**src/rtl/serial_adder_pkg.sv**
```systemverilog
// ============================================================================
// Module      : serial_adder_pkg
// Description : Shared state encoding and default width for serial_adder.
// Revision    : 1.0 - initial release
// ============================================================================
`default_nettype none

package serial_adder_pkg;

  typedef enum logic [1:0] {
    IDLE = 2'b00,
    RUN  = 2'b01,
    DONE = 2'b10
  } state_t;

  localparam int c_DEFAULT_WIDTH = 8;

endpackage

`default_nettype wire

```
**src/rtl/serial_fa_cell.sv**
```systemverilog
// ============================================================================
// Module      : serial_fa_cell
// Description : Combinational one-bit full adder used by the serial adder.
// Revision    : 1.0 - initial release
// ============================================================================
`default_nettype none

module serial_fa_cell (
  input  logic x,
  input  logic y,
  input  logic ci,
  output logic s,
  output logic c
);

  assign s = x ^ y ^ ci;
  assign c = (x & y) | (x & ci) | (y & ci);

endmodule

`default_nettype wire

```
**src/rtl/serial_adder.sv**
```systemverilog
// ============================================================================
// Module      : serial_adder
// Description : Bit-serial WIDTH-bit adder, LSB first, one bit per clock.
//               Optional signed-overflow output enabled by SERIAL_ADDER_OVF_EN.
// Revision    : 1.0 - initial release
// ============================================================================
`default_nettype none

module serial_adder
  import serial_adder_pkg::*;
#(
  parameter int WIDTH = c_DEFAULT_WIDTH
) (
  input  logic             clk,
  input  logic             rst_n,
  input  logic             start,
  input  logic [WIDTH-1:0] a,
  input  logic [WIDTH-1:0] b,
  input  logic             cin,
  output logic             busy,
  output logic             done,
  output logic [WIDTH-1:0] sum,
`ifdef SERIAL_ADDER_OVF_EN
  output logic             ovf,
`endif
  output logic             cout
);

  localparam int CNT_W = $clog2(WIDTH);
  localparam logic [CNT_W-1:0] c_CNT_LAST = CNT_W'(WIDTH - 1);

  state_t           r_state;
  logic [WIDTH-1:0] r_a;
  logic [WIDTH-1:0] r_b;
  logic [WIDTH-1:0] r_sum;
  logic [CNT_W-1:0] r_cnt;
  logic             r_carry;
  logic             r_cout;
  logic             r_busy;
  logic             r_done;
`ifdef SERIAL_ADDER_OVF_EN
  logic             r_c_msb;
`endif

  logic w_s;
  logic w_c;

  serial_fa_cell u_fa (
    .x  (r_a[0]),
    .y  (r_b[0]),
    .ci (r_carry),
    .s  (w_s),
    .c  (w_c)
  );

  always_ff @(posedge clk) begin
    if (!rst_n) begin
      r_state <= IDLE;
      r_a     <= '0;
      r_b     <= '0;
      r_sum   <= '0;
      r_cnt   <= '0;
      r_carry <= 1'b0;
      r_cout  <= 1'b0;
      r_busy  <= 1'b0;
      r_done  <= 1'b0;
`ifdef SERIAL_ADDER_OVF_EN
      r_c_msb <= 1'b0;
`endif
    end else begin
      case (r_state)
        IDLE: begin
          if (start) begin
            r_a     <= a;
            r_b     <= b;
            r_carry <= cin;
            r_cnt   <= '0;
            r_sum   <= '0;
            r_cout  <= 1'b0;
            r_busy  <= 1'b1;
`ifdef SERIAL_ADDER_OVF_EN
            r_c_msb <= 1'b0;
`endif
            r_state <= RUN;
          end
        end
        RUN: begin
          r_sum   <= {w_s, r_sum[WIDTH-1:1]};
          r_a     <= {1'b0, r_a[WIDTH-1:1]};
          r_b     <= {1'b0, r_b[WIDTH-1:1]};
          r_carry <= w_c;
          r_cnt   <= r_cnt + 1'b1;
          if (r_cnt == c_CNT_LAST) begin
            // r_carry here is the carry into the MSB position
            r_cout  <= w_c;
`ifdef SERIAL_ADDER_OVF_EN
            r_c_msb <= r_carry;
`endif
            r_done  <= 1'b1;
            r_state <= DONE;
          end
        end
        DONE: begin
          r_done  <= 1'b0;
          r_busy  <= 1'b0;
          r_state <= IDLE;
        end
        default: begin
          r_done  <= 1'b0;
          r_busy  <= 1'b0;
          r_state <= IDLE;
        end
      endcase
    end
  end

  assign busy = r_busy;
  assign done = r_done;
  assign sum  = r_sum;
  assign cout = r_cout;
`ifdef SERIAL_ADDER_OVF_EN
  assign ovf  = r_c_msb ^ r_cout;
`endif

endmodule

`default_nettype wire

```
**config.mk**
```make
export PLATFORM = sky130hd
export DESIGN_NAME = serial_adder
export DESIGN_NICKNAME = d
export VERILOG_FILES = /design/src/rtl/serial_adder_pkg.sv /design/src/rtl/serial_fa_cell.sv /design/src/rtl/serial_adder.sv
export SDC_FILE = /design/constraint.sdc
export NUM_CORES = 1
export LEC_CHECK = 0
export ABC_AREA = 1
export CAP_MARGIN = 5
export CORE_MARGIN = 2
export CORE_UTILIZATION = 50
export DETAILED_ROUTE_END_ITERATION = 8
export HOLD_SLACK_MARGIN = 0.08
export PLACE_DENSITY_LB_ADDON = 0.25
export SYNTH_ARGS = -nofsm -noshare
export SYNTH_HDL_FRONTEND = slang
export SYNTH_HIERARCHICAL = 1
export SYNTH_SLANG_ARGS = --single-unit
```
**constraint.sdc**
```tcl
create_clock -name clk -period 2.2 [get_ports clk]
set_clock_uncertainty 0.1 [all_clocks]
set_input_delay 0.22 -clock clk [delete_from_list [all_inputs] [get_ports clk]]
set_output_delay 0.22 -clock clk [all_outputs]
set_load 0.005 [all_outputs]
```
==> impl_metrics.env <==
export IMPL_drt_iter0_markers=33
export IMPL_rows=19
export IMPL_cp_required_ns=1.88
export IMPL_setup_violations=0
export IMPL_cts_root_buf="clkbuf_4"
export IMPL_cts_tree="yes"
export IMPL_nets=241
export IMPL_slew_violations=0
export IMPL_finalHoldViolations=0
export IMPL_hold_path_startpoint="b[7]"
export IMPL_power_switching_mw=0.3134
export IMPL_yosys_register_bits=33
export IMPL_seqPwrFrac=0.575
export IMPL_grt_pass1_vias=1233
export IMPL_fmax_mhz=645.6
export IMPL_cts_hold_fix_buffers=0
export IMPL_final_setup_tns_ns=0
export IMPL_cp_end_kind="primary output"
export IMPL_antenna_found_initial=0
export IMPL_n_antenna_cell=0
export IMPL_period_share=0.7041
export IMPL_timing_max_cap_violations=0
export IMPL_num_io_pins=31
export IMPL_wirelength_mm=3.102
export IMPL_fillCellCount=253
export IMPL_period_needed_ns=1.549
export IMPL_status="finished, final reports clean"
export IMPL_grt_usage=0.2011
export IMPL_drcViolationCount=0
export IMPL_chipHeight_um=58.02
export IMPL_critPathMaxStageDelay_ns=0.52
export IMPL_power_leakage_nw=0.7186
export IMPL_clock_sinks=33
export IMPL_hold_class="input port to flip-flop"
export IMPL_dp_cells=242
export IMPL_critPathLaunchType="flip-flop"
export IMPL_combPwrFrac=0.165
export IMPL_gp_congestion=0.7583
export IMPL_synth_nets=211
export IMPL_grt_max_degree=29
export IMPL_slew_headroom=0.5904
export IMPL_p_sw_frac=0.2752
export IMPL_cts_buffers=5
export IMPL_initial_utilization=0.5290
export IMPL_first_pass_iters=4
export IMPL_die_w_um=58.02
export IMPL_insertion_delay_ns=0.33
export IMPL_path_delay_family="buffers and inverters"
export IMPL_cts_resized=0
export IMPL_syn_to_final_growth_pct=21.10
export IMPL_yosys_warnings=6
export IMPL_grt_pass1_wl_mm=5.126
export IMPL_cts_max_level=2
export IMPL_synth_cell_types=23
export IMPL_synthCells=188
export IMPL_worstPathMaxFanout=3
export IMPL_synth_area_sq_um=1459
export IMPL_yosysSeqAreaShare=0.4528
export IMPL_dp_hpwl_mm=2.032
export IMPL_fp_coreArea_sq_um=2758
export IMPL_clockPowerShare=0.260
export IMPL_tightest_slew_ns=0.6129
export IMPL_crit_start="sum[6]"
export IMPL_r2r_start="r_state[0]"
export IMPL_design_die_area_sq_um=3366
export IMPL_port_buffers=30
export IMPL_stdcell_count=248
export IMPL_cp_buffers_inverters=1
export IMPL_worst_path_max_delay_cell="clkdlybuf4s50_1"
export IMPL_rsz0062_at_grt="no"
export IMPL_layout_commonest_cell="nand2_1"
export IMPL_routed_via_count=1304
export IMPL_power_density_nw_per_um2=644.7
export IMPL_cts_buffer_depth=2
export IMPL_wl_per_cell_um=12.51
export IMPL_post_cts_buffers=0
export IMPL_ir_drop_v=0.0005470
export IMPL_worstPathArrival_ns=1.23
export IMPL_intPower_mw=0.8256
export IMPL_via_per_inst=5.258
export IMPL_clk_pin_slew_worst_paths_ns=0.10
export IMPL_crit_chain="clkdlybuf4s50_1"
export IMPL_drive_gt1_frac=0.1106
export IMPL_syn_avg_cell_area_sq_um=7.760
export IMPL_ant_nets=0
export IMPL_path_class="flip-flop to primary output"
export IMPL_layout_common_cells="nand2_1 (60), dfxtp_1 (33), clkdlybuf4s50_1 (30)"
export IMPL_overflow=0
metrics by stage:
| step | cell area [sq um] | total power, mW | utilization | hold WS, ns | worst slack (ns) |
|---|---|---|---|---|---|
| 2_1_floorplan | 1459 | 0.8018 | - | 0.2618 | 1.010 |
| 3_3_place_gp | 1724 | 0.8468 | 0.6252 | 0.3377 | 0.6968 |
| 3_5_place_dp | 1724 | 0.8541 | 0.6252 | 0.3603 | 0.6781 |
| 4_1_cts | 1767 | 1.150 | 0.6407 | 0.3592 | 0.6259 |
| 5_1_grt | 1767 | 1.197 | 0.6407 | 0.3774 | 0.5576 |
| 6_report | 1767 | 1.139 | 0.6407 | 0.3711 | 0.6510 |
sequential cells by signal, summed over array words and instances, names as in the netlist:
| name | flops |
|---|---|
| r_state | 2 |
| cout | 1 |
| r_b | 8 |
| busy | 1 |
| r_cnt | 3 |
| done | 1 |
| sum | 8 |
| r_a | 8 |
| r_carry | 1 |
final cells by class:
class	instances	area, sq um	share of cell area
Clock buffer	5	37.54	0.02125
Sequential cell	33	660.6	0.3739
Clock inverter	1	5.005	0.002833
Inverter	7	33.78	0.01912
Multi-Input combinational cell	140	683.2	0.3867
Timing Repair Buffer	31	307.8	0.1742
Tap cell	31	38.79	0.02195
power groups by stage:
stage,combinational [mW],sequential (mW),clock (mW)
finish,0.188,0.655,0.296
CTS,0.189,0.655,0.306
global placement,0.181,0.666,0
global route,0.212,0.659,0.326
detailed placement,0.186,0.668,0
floorplan,0.139,0.663,0
cell usage after synthesis:
library cell  number  share of area
nand2_4            1         0.0077
dfxtp_1           33           0.45
inv_8              1         0.0077
nand2_8            1          0.014
o21ai_0            5          0.017
buf_2              1         0.0034
nor2_4             1         0.0077
fa_1               1          0.014
nor2_1            24          0.062
buf_6              4          0.031
buf_4              1         0.0051
nand2_2            5          0.021
a21oi_1           19          0.065
nand3_2            1         0.0069
nand2_1           60           0.15
buf_12             1          0.014
inv_1              4          0.010
inv_2              2         0.0051
nand3_1            3          0.010
clkbuf_1           1         0.0026
o21ai_1           12          0.041
ha_1               2          0.017
a21oi_2            5          0.030
cell families (layout without fill, tap and decap cells):
kind of cell               Yosys count  after routing  share of synthesized area
adders and majority gates            3              3                    0.03087
buffers and inverters               15             44                    0.07890
DFF                                 33             33                     0.4528
and+or+nand+nor                     96             96                     0.2839
AOI/OAI and AO/OA                   41             41                     0.1535
worst paths after layout:
check | endpoint | slack [ns] | cells after the start
hold reg to reg | r_b[7] | 0.37 | 2
hold / removal | r_b[7] | 0.37 | 3
setup reg to reg | sum[7] | 0.67 | 4
setup / recovery | sum[6] | 0.65 | 1
routing by layer:
layer	global-route usage	wire length, um
met5	0	0
met4	0.07973	36
met3	0.05357	153
met2	0.3490	1534
met1	0.2355	1379
(Power assumes the default switching activity.)
